==> src/rtl/adsr_pkg.sv <==
// Shared encodings and helpers for the per-voice ADSR envelope step engine.
package adsr_pkg;

  localparam int unsigned VOL_W   = 18;
  localparam int unsigned RATE_W  = 7;
  localparam int unsigned STATE_W = 3;
  localparam int unsigned SUM_W   = VOL_W + 1;

  localparam logic [VOL_W-1:0] VOL_MAX = 18'h3FFFF;

  typedef enum logic [STATE_W-1:0] {
    BLANK   = 3'd0,
    ATTACK  = 3'd1,
    DECAY   = 3'd2,
    SUSTAIN = 3'd3,
    RELEASE = 3'd4
  } adsr_state_e;

  // 7-bit sustain setting placed in the top of the 18-bit volume range.
  function automatic logic [VOL_W-1:0] sus_level(input logic [RATE_W-1:0] sustain);
    return {sustain, 11'b0};
  endfunction

endpackage

==> src/rtl/adsr_envelope.sv <==
// Per-voice ADSR envelope step: next state/volume and consumed note flags per sample slot.
// Define ADSR_REG_OUT_EN to register all outputs on clk96 (1-cycle latency, sync reset rst).
module adsr_envelope
  import adsr_pkg::*;
#(
  parameter logic [3:0]  DRUM_CHANNEL = 4'd9,
  parameter int unsigned RATE_SHIFT   = 4
) (
  input  logic               clk96,
  input  logic               rst,
  input  logic [RATE_W-1:0]  i_sustain_value,
  input  logic [RATE_W-1:0]  i_attack_rate,
  input  logic [RATE_W-1:0]  i_decay_rate,
  input  logic [RATE_W-1:0]  i_release_rate,
  input  logic [STATE_W-1:0] i_state,
  input  logic [VOL_W-1:0]   i_volume,
  input  logic               i_note_pressed,
  input  logic               i_note_released,
  input  logic [3:0]         i_channel,
  input  logic               i_fifo_empty,
  output logic [STATE_W-1:0] o_state,
  output logic [VOL_W-1:0]   o_volume,
  output logic               o_note_pressed,
  output logic               o_note_released
);

  logic [VOL_W-1:0]   step_a, step_d, step_r, sus_lvl;
  logic [SUM_W-1:0]   atk_sum, dec_floor;
  logic [STATE_W-1:0] nxt_state;
  logic [VOL_W-1:0]   nxt_volume;
  logic               nxt_pressed, nxt_released;

  assign step_a    = VOL_W'(i_attack_rate)  << RATE_SHIFT;
  assign step_d    = VOL_W'(i_decay_rate)   << RATE_SHIFT;
  assign step_r    = VOL_W'(i_release_rate) << RATE_SHIFT;
  assign sus_lvl   = sus_level(i_sustain_value);
  assign atk_sum   = SUM_W'(i_volume) + SUM_W'(step_a);
  assign dec_floor = SUM_W'(sus_lvl) + SUM_W'(step_d);

  // Next state/volume; every arm saturates so volume never wraps.
  always_comb begin
    nxt_state    = i_state;
    nxt_volume   = i_volume;
    nxt_pressed  = i_note_pressed;
    nxt_released = i_note_released;

    if (i_channel != DRUM_CHANNEL) begin
      if (i_note_pressed) begin
        nxt_state   = ATTACK;
        nxt_pressed = 1'b0;
      end else if (i_note_released) begin
        nxt_released = 1'b0;
        if (i_state != BLANK) begin
          nxt_state = RELEASE;
        end else begin
          nxt_state  = BLANK;
          nxt_volume = '0;
        end
      end else begin
        case (i_state)
          ATTACK: begin
            if (atk_sum >= SUM_W'(VOL_MAX)) begin
              nxt_state  = DECAY;
              nxt_volume = VOL_MAX;
            end else begin
              nxt_volume = atk_sum[VOL_W-1:0];
            end
          end
          DECAY: begin
            if (SUM_W'(i_volume) <= dec_floor) begin
              nxt_state  = SUSTAIN;
              nxt_volume = sus_lvl;
            end else begin
              nxt_volume = i_volume - step_d;
            end
          end
          SUSTAIN: ;
          RELEASE: begin
            if (i_volume <= step_r) begin
              nxt_state  = BLANK;
              nxt_volume = '0;
            end else begin
              nxt_volume = i_volume - step_r;
            end
          end
          default: begin
            nxt_state  = BLANK;
            nxt_volume = '0;
          end
        endcase
      end
    end else begin
      // Drum voices ignore the envelope and follow the sample FIFO.
      if (i_note_pressed) begin
        nxt_state   = SUSTAIN;
        nxt_volume  = VOL_MAX;
        nxt_pressed = 1'b0;
      end else if (i_note_released) begin
        nxt_released = 1'b0;
      end else if (i_state > RELEASE || (i_state != BLANK && i_fifo_empty)) begin
        nxt_state  = BLANK;
        nxt_volume = '0;
      end
    end
  end

`ifdef ADSR_REG_OUT_EN
  always_ff @(posedge clk96) begin
    if (rst) begin
      o_state         <= BLANK;
      o_volume        <= '0;
      o_note_pressed  <= 1'b0;
      o_note_released <= 1'b0;
    end else begin
      o_state         <= nxt_state;
      o_volume        <= nxt_volume;
      o_note_pressed  <= nxt_pressed;
      o_note_released <= nxt_released;
    end
  end
`else
  logic unused_clk_rst;
  assign unused_clk_rst  = &{1'b0, clk96, rst};
  assign o_state         = nxt_state;
  assign o_volume        = nxt_volume;
  assign o_note_pressed  = nxt_pressed;
  assign o_note_released = nxt_released;
`endif

endmodule

==> config.mk <==
export PLATFORM = sky130hd
export DESIGN_NAME = adsr_envelope
export DESIGN_NICKNAME = d
export VERILOG_FILES = /design/src/rtl/adsr_pkg.sv /design/src/rtl/adsr_envelope.sv
export SDC_FILE = /design/constraint.sdc
export NUM_CORES = 1
export LEC_CHECK = 0
export ABC_CLOCK_PERIOD_IN_PS = 3900
export CORE_MARGIN = 2
export CORE_UTILIZATION = 46
export DETAILED_ROUTE_END_ITERATION = 10
export PLACE_DENSITY = 0.93
export RECOVER_POWER = 100
export SETUP_SLACK_MARGIN = 0.5
export SYNTH_ARGS = -nofsm -noshare
export SYNTH_HDL_FRONTEND = slang
export SYNTH_SLANG_ARGS = --single-unit
==> constraint.sdc <==
create_clock -name vclk -period 3.9
set_clock_uncertainty 0.05 [all_clocks]
set_input_delay 0.78 -clock vclk [all_inputs]
set_output_delay 0.78 -clock vclk [all_outputs]
set_load 0.01 [all_outputs]
==> flow_summary.toml, run 1 <==
[floorplanning]
num_rows = 27
io_pins = 81
initial_core_util = 0.483
die_height_um = 80.5
die_w_um = 80.5

[logic_synthesis]
ys_seq_area_frac = 0
yosysUniqueCellTypes = 70
syn_area_mm2 = 0.00269
syn-num-nets = 492
avgSynthCellArea_um2 = 6.68
postSynthCellCount = 403
ys.warnings.count = 0

[global_routing]
grt_max_degree = 15
grtUsageTotal = 0.657
gr-total-overflow = 2
grt_pass1_vias = 5820
grt_pass1_wl_mm = 32.1

[placed_design]
gp_congestion = 1.05
hpwl_mm = 11.6
dpl.cell_count = 684
placed_area_mm2 = 0.00484
dp_slack_ns = -1.14
portBuffers = 78

[status]
haltStage = "global routing (5_1_grt)"
status = "aborted with a tool error"
tool.error = "[ERROR GRT-0116] Global routing finished with congestion. Check the congestion regions in the DRC Viewer."

[cts]
holdBufCountCts = 0
==> logic make-up after synthesis <==
kind of cell	Yosys count	synth area share
AO/OA/AOI/OAI	151	0.402
XOR/XNOR	24	0.0781
adder cells (fa/ha/maj)	31	0.153
buffers and inverters	54	0.0809
multiplexers	1	0.00372
other	1	0.00139
AND/OR/NAND/NOR	141	0.281
==> metal layers <==
layer | track usage | overflow
met4 | 0.625 | 0
met5 | 0.0636 | 0
met2 | 0.887 | 2
met3 | 0.410 | 0
met1 | 0.677 | 0
==> synthesized netlist by cell type, drive strengths merged (2+ instances only) <==
master   instances  area (µm²)
nand3           10        50.1
ha              28         350
o2111ai          4        41.3
and2             7        43.8
nand4            5        31.3
nor2b            9        56.3
o211ai          10        75.1
a22oi            5        65.1
fa               3        60.1
nand3b           6        45.0
a21boi           2        15.0
a211oi           8        65.1
nor4            10        90.1
o41ai            2        17.5
a211o            2        17.5
nand2           29         109
and3             2        12.5
o21ai           25         129
a2bb2oi          2        17.5
a31oi            8        65.1
clkbuf          11        41.3
o32ai            2        17.5
buf              8        45.0
a21o             9        67.6
nor2            30         113
xor2            10        87.6
nand2b           6        37.5
or2              2        12.5
xnor2           14         123
a221oi           2        17.5
o311a            2        20.0
o21a             7        52.6
a21oi           42         221
a221o            3        30.0
o22ai            4        25.0
or3              7        43.8
inv             34         128
o31ai            3        36.3
a222oi           2        20.0
nor3            13        65.1
==> stage by stage <==
step	hold slack, ns	utilization
global placement	2.63	0.868
CTS	2.12	0.916
detailed placement	2.65	0.868
floorplan	1.65	-
==> repair_timing <==
item / 4_1_cts
pin swaps: 33
gates cloned: 0
buffers inserted: 16
endpoints found under the setup margin: 21
gates resized for setup: 157
==> inputs of run 2 (changes only) <==
==> config.mk (replaced) <==
export PLATFORM = sky130hd
export DESIGN_NAME = adsr_envelope
export DESIGN_NICKNAME = d
export VERILOG_FILES = /design/src/rtl/adsr_pkg.sv /design/src/rtl/adsr_envelope.sv
export SDC_FILE = /design/constraint.sdc
export NUM_CORES = 1
export LEC_CHECK = 0
export ABC_CLOCK_PERIOD_IN_PS = 5100
export CORE_MARGIN = 2
export CORE_UTILIZATION = 35
export DETAILED_ROUTE_END_ITERATION = 10
export PLACE_DENSITY_LB_ADDON = 0.15
export RECOVER_POWER = 100
export SYNTH_ARGS = -nofsm -noshare
export SYNTH_HDL_FRONTEND = slang
export SYNTH_SLANG_ARGS = --single-unit
==> constraint.sdc (replaced) <==
create_clock -name vclk -period 5.1
set_clock_uncertainty 0.05 [all_clocks]
set_input_delay 1.02 -clock vclk [all_inputs]
set_output_delay 1.02 -clock vclk [all_outputs]
set_load 0.01 [all_outputs]
==> flow_summary.toml, run 2 <==
[status]
status = "finished, final reports clean"

[power_and_ir_drop]
power_switching_mw = 0.240
ir_drop_uv = 58.8
comb_power_share = 1.000
p_leak_nw = 2.12
pwr-share-seq = 0
power_density_mw_per_mm2 = 106
internal_power_mw = 0.251
sw_frac_of_total = 0.489
clockPowerShare = 0

[floorplanning]
core-area_mm2 = 0.00733
io_pins = 81
die_area_mm2 = 0.00840
die_w_um = 91.7
num_rows = 31
die_height_um = 91.7
initial_core_util = 0.367

[timing]
hold_viol_final = 0
rsz0062_at_grt = "yes"
tightest_slew_ns = 0.633
setup_viol = 0
max_slew_margin = 0.576
finalCritPeriodShare = 0.989
slew_violations = 0
period_needed_ns = 5.05
finalSetupTns_ns = 0
post-route-worst-setup-slack_ns = 0.0542
fmax_mhz = 198

[layout]
num-clock-buffers = 0
syn2layout_area_growth_pct = 72.5
post-route-util = 0.633
design.seq.count = 0
area.sequential_um2 = 0
finalNonFillerCells = 676
final_common_cell = "buf_4"
n_antenna_cell = 0
layout.nets = 668
drive_above_1_share = 0.298
final_cell_mix = "buf_4, clkdlybuf4s50_1, a21oi_1"

[global_routing]
antenna_found_initial = 0
grt_max_degree = 19
grtUsageTotal = 0.246
grt_pass1_wl_mm = 17.2
grt_pass1_vias = 3609
gr-total-overflow = 0

[drt]
via_count = 3764
wl_per_cell_um = 16.1
viasPerCell = 5.57
remaining_drc_errors = 0
ant_nets = 0
dr.pass1.iters = 5
drt_iter0_drc = 298
drt-total-wl_mm = 10.9

[critical_path]
cp.required_ns = 4.03
cp.arrival_ns = 3.98
cp-start-kind = "input pin"
path_cells = "clkdlybuf4s50_1, inv_1, fa_2, buf_6, xor2_2, nor4_2, o211ai_1, nor4_4, buf_4, a22oi_4, buf_6, nor4_4, o311a_1, clkdlybuf4s15_2"
path_buf_inv = 6
worstSetupPathType = "in2out"
crit_family = "buffers and inverters"
crit_path_end_kind = "primary output"
cpPeakStageDelay_ns = 0.50
cp_max_fo = 5
worst_path_max_delay_cell = "clkdlybuf4s50_1"

[min_path]
hold_path.class = "in2out"
hold_start = "i_volume[9]"
hold_depth = 5
hold_end = "o_volume[9]"

[logic_synthesis]
postSynthCellCount = 403
syn_area_mm2 = 0.00269
yosys.area.top_type_share = 0.130
yosysMostFrequentCell = "a21oi_1"
yosysUniqueCellTypes = 70
ys.warnings.count = 0
synth_common_cells = "a21oi_1, inv_1, nor2_1"
ys_seq_area_frac = 0
synth_area_leaders = "ha_1, a21oi_1, inv_1"
syn-num-nets = 492
avgSynthCellArea_um2 = 6.68
yosys.area.top_type = "ha_1"

[cts]
holdBufCountCts = 0

[placed_design]
dpl.cell_count = 659
hpwl_mm = 8.80
portBuffers = 78
gp_congestion = 0.921
dp_slack_ns = -0.433

[flow_run]
max_cap_violations = 0
## run 2: worst max-delay path by stage
| stage | start | end | slack [ns] | cells after the start |
|---|---|---|---|---|
| after floorplan | i_attack_rate[0] | o_volume[6] | 0.68 | 11 |
| after global placement | i_volume[4] | o_volume[9] | -0.37 | 13 |
| after detailed placement | i_volume[4] | o_volume[2] | -0.43 | 14 |
| after CTS | i_attack_rate[1] | o_volume[3] | -0.07 | 14 |
| after global routing | i_volume[10] | o_volume[3] | -0.06 | 13 |
| final | i_volume[5] | o_volume[3] | 0.05 | 14 |
## run 2: power by group through the flow
stage          Combinational, mW  Sequential, mW  Clock, mW
2_1_floorplan              0.227               0          0
3_3_place_gp               0.443               0          0
3_5_place_dp               0.450               0          0
4_1_cts                    0.461               0          0
5_1_grt                    0.531               0          0
6_report                   0.491               0          0
## run 2: cells by family after synthesis
group,after synthesis,synth area share
buffers and inverters,54,0.0809
multiplexers,1,0.00372
AND/OR/NAND/NOR,141,0.281
XOR/XNOR,24,0.0781
other,1,0.00139
AO/OA/AOI/OAI,151,0.402
adder cells (fa/ha/maj),31,0.153
## run 2: worst min-delay path, cell delays in order
cell	delay [ns]
dlymetal6s2s_1	0.15
buf_4	0.17
a21oi_1	0.16
a31oi_2	0.06
clkbuf_2	0.13
## run 2: layer usage
layer	share of wire	routed length, µm	track usage	vias to the layer above
li1	-	-	-	1868
met1	0.44	4790	0.331	1761
met2	0.50	5400	0.442	122
met3	0.049	529	0.0107	13
met4	0.016	174	0.0366	0
met5	0	0	0	-
## run 2: area by class of cell
type | count | area [µm²]
Fill cell | 651 | 2690
Inverter | 35 | 131
Multi-Input combinational cell | 349 | 2730
Tap cell | 99 | 124
Timing Repair Buffer | 193 | 1650
## run 2: timing repair
| item | CTS | global route |
|---|---|---|
| setup endpoints to repair | 20 | 19 |
| pin swaps | 20 | 20 |
| gates cloned | 0 | 0 |
| gates resized for setup | 50 | 46 |
| setup buffers | 12 | 5 |
## run 2: metrics by stage
stage | total power, mW | cell area, µm² | hold WS (ns)
finish | 0.491 | 4640 | 2.67
global route | 0.531 | 4640 | 2.71
CTS | 0.461 | 4430 | 2.80
detailed placement | 0.450 | 4260 | 3.11
global placement | 0.443 | 4260 | 3.10
floorplan | 0.227 | 2690 | 2.13
(Power assumes the default switching activity.)
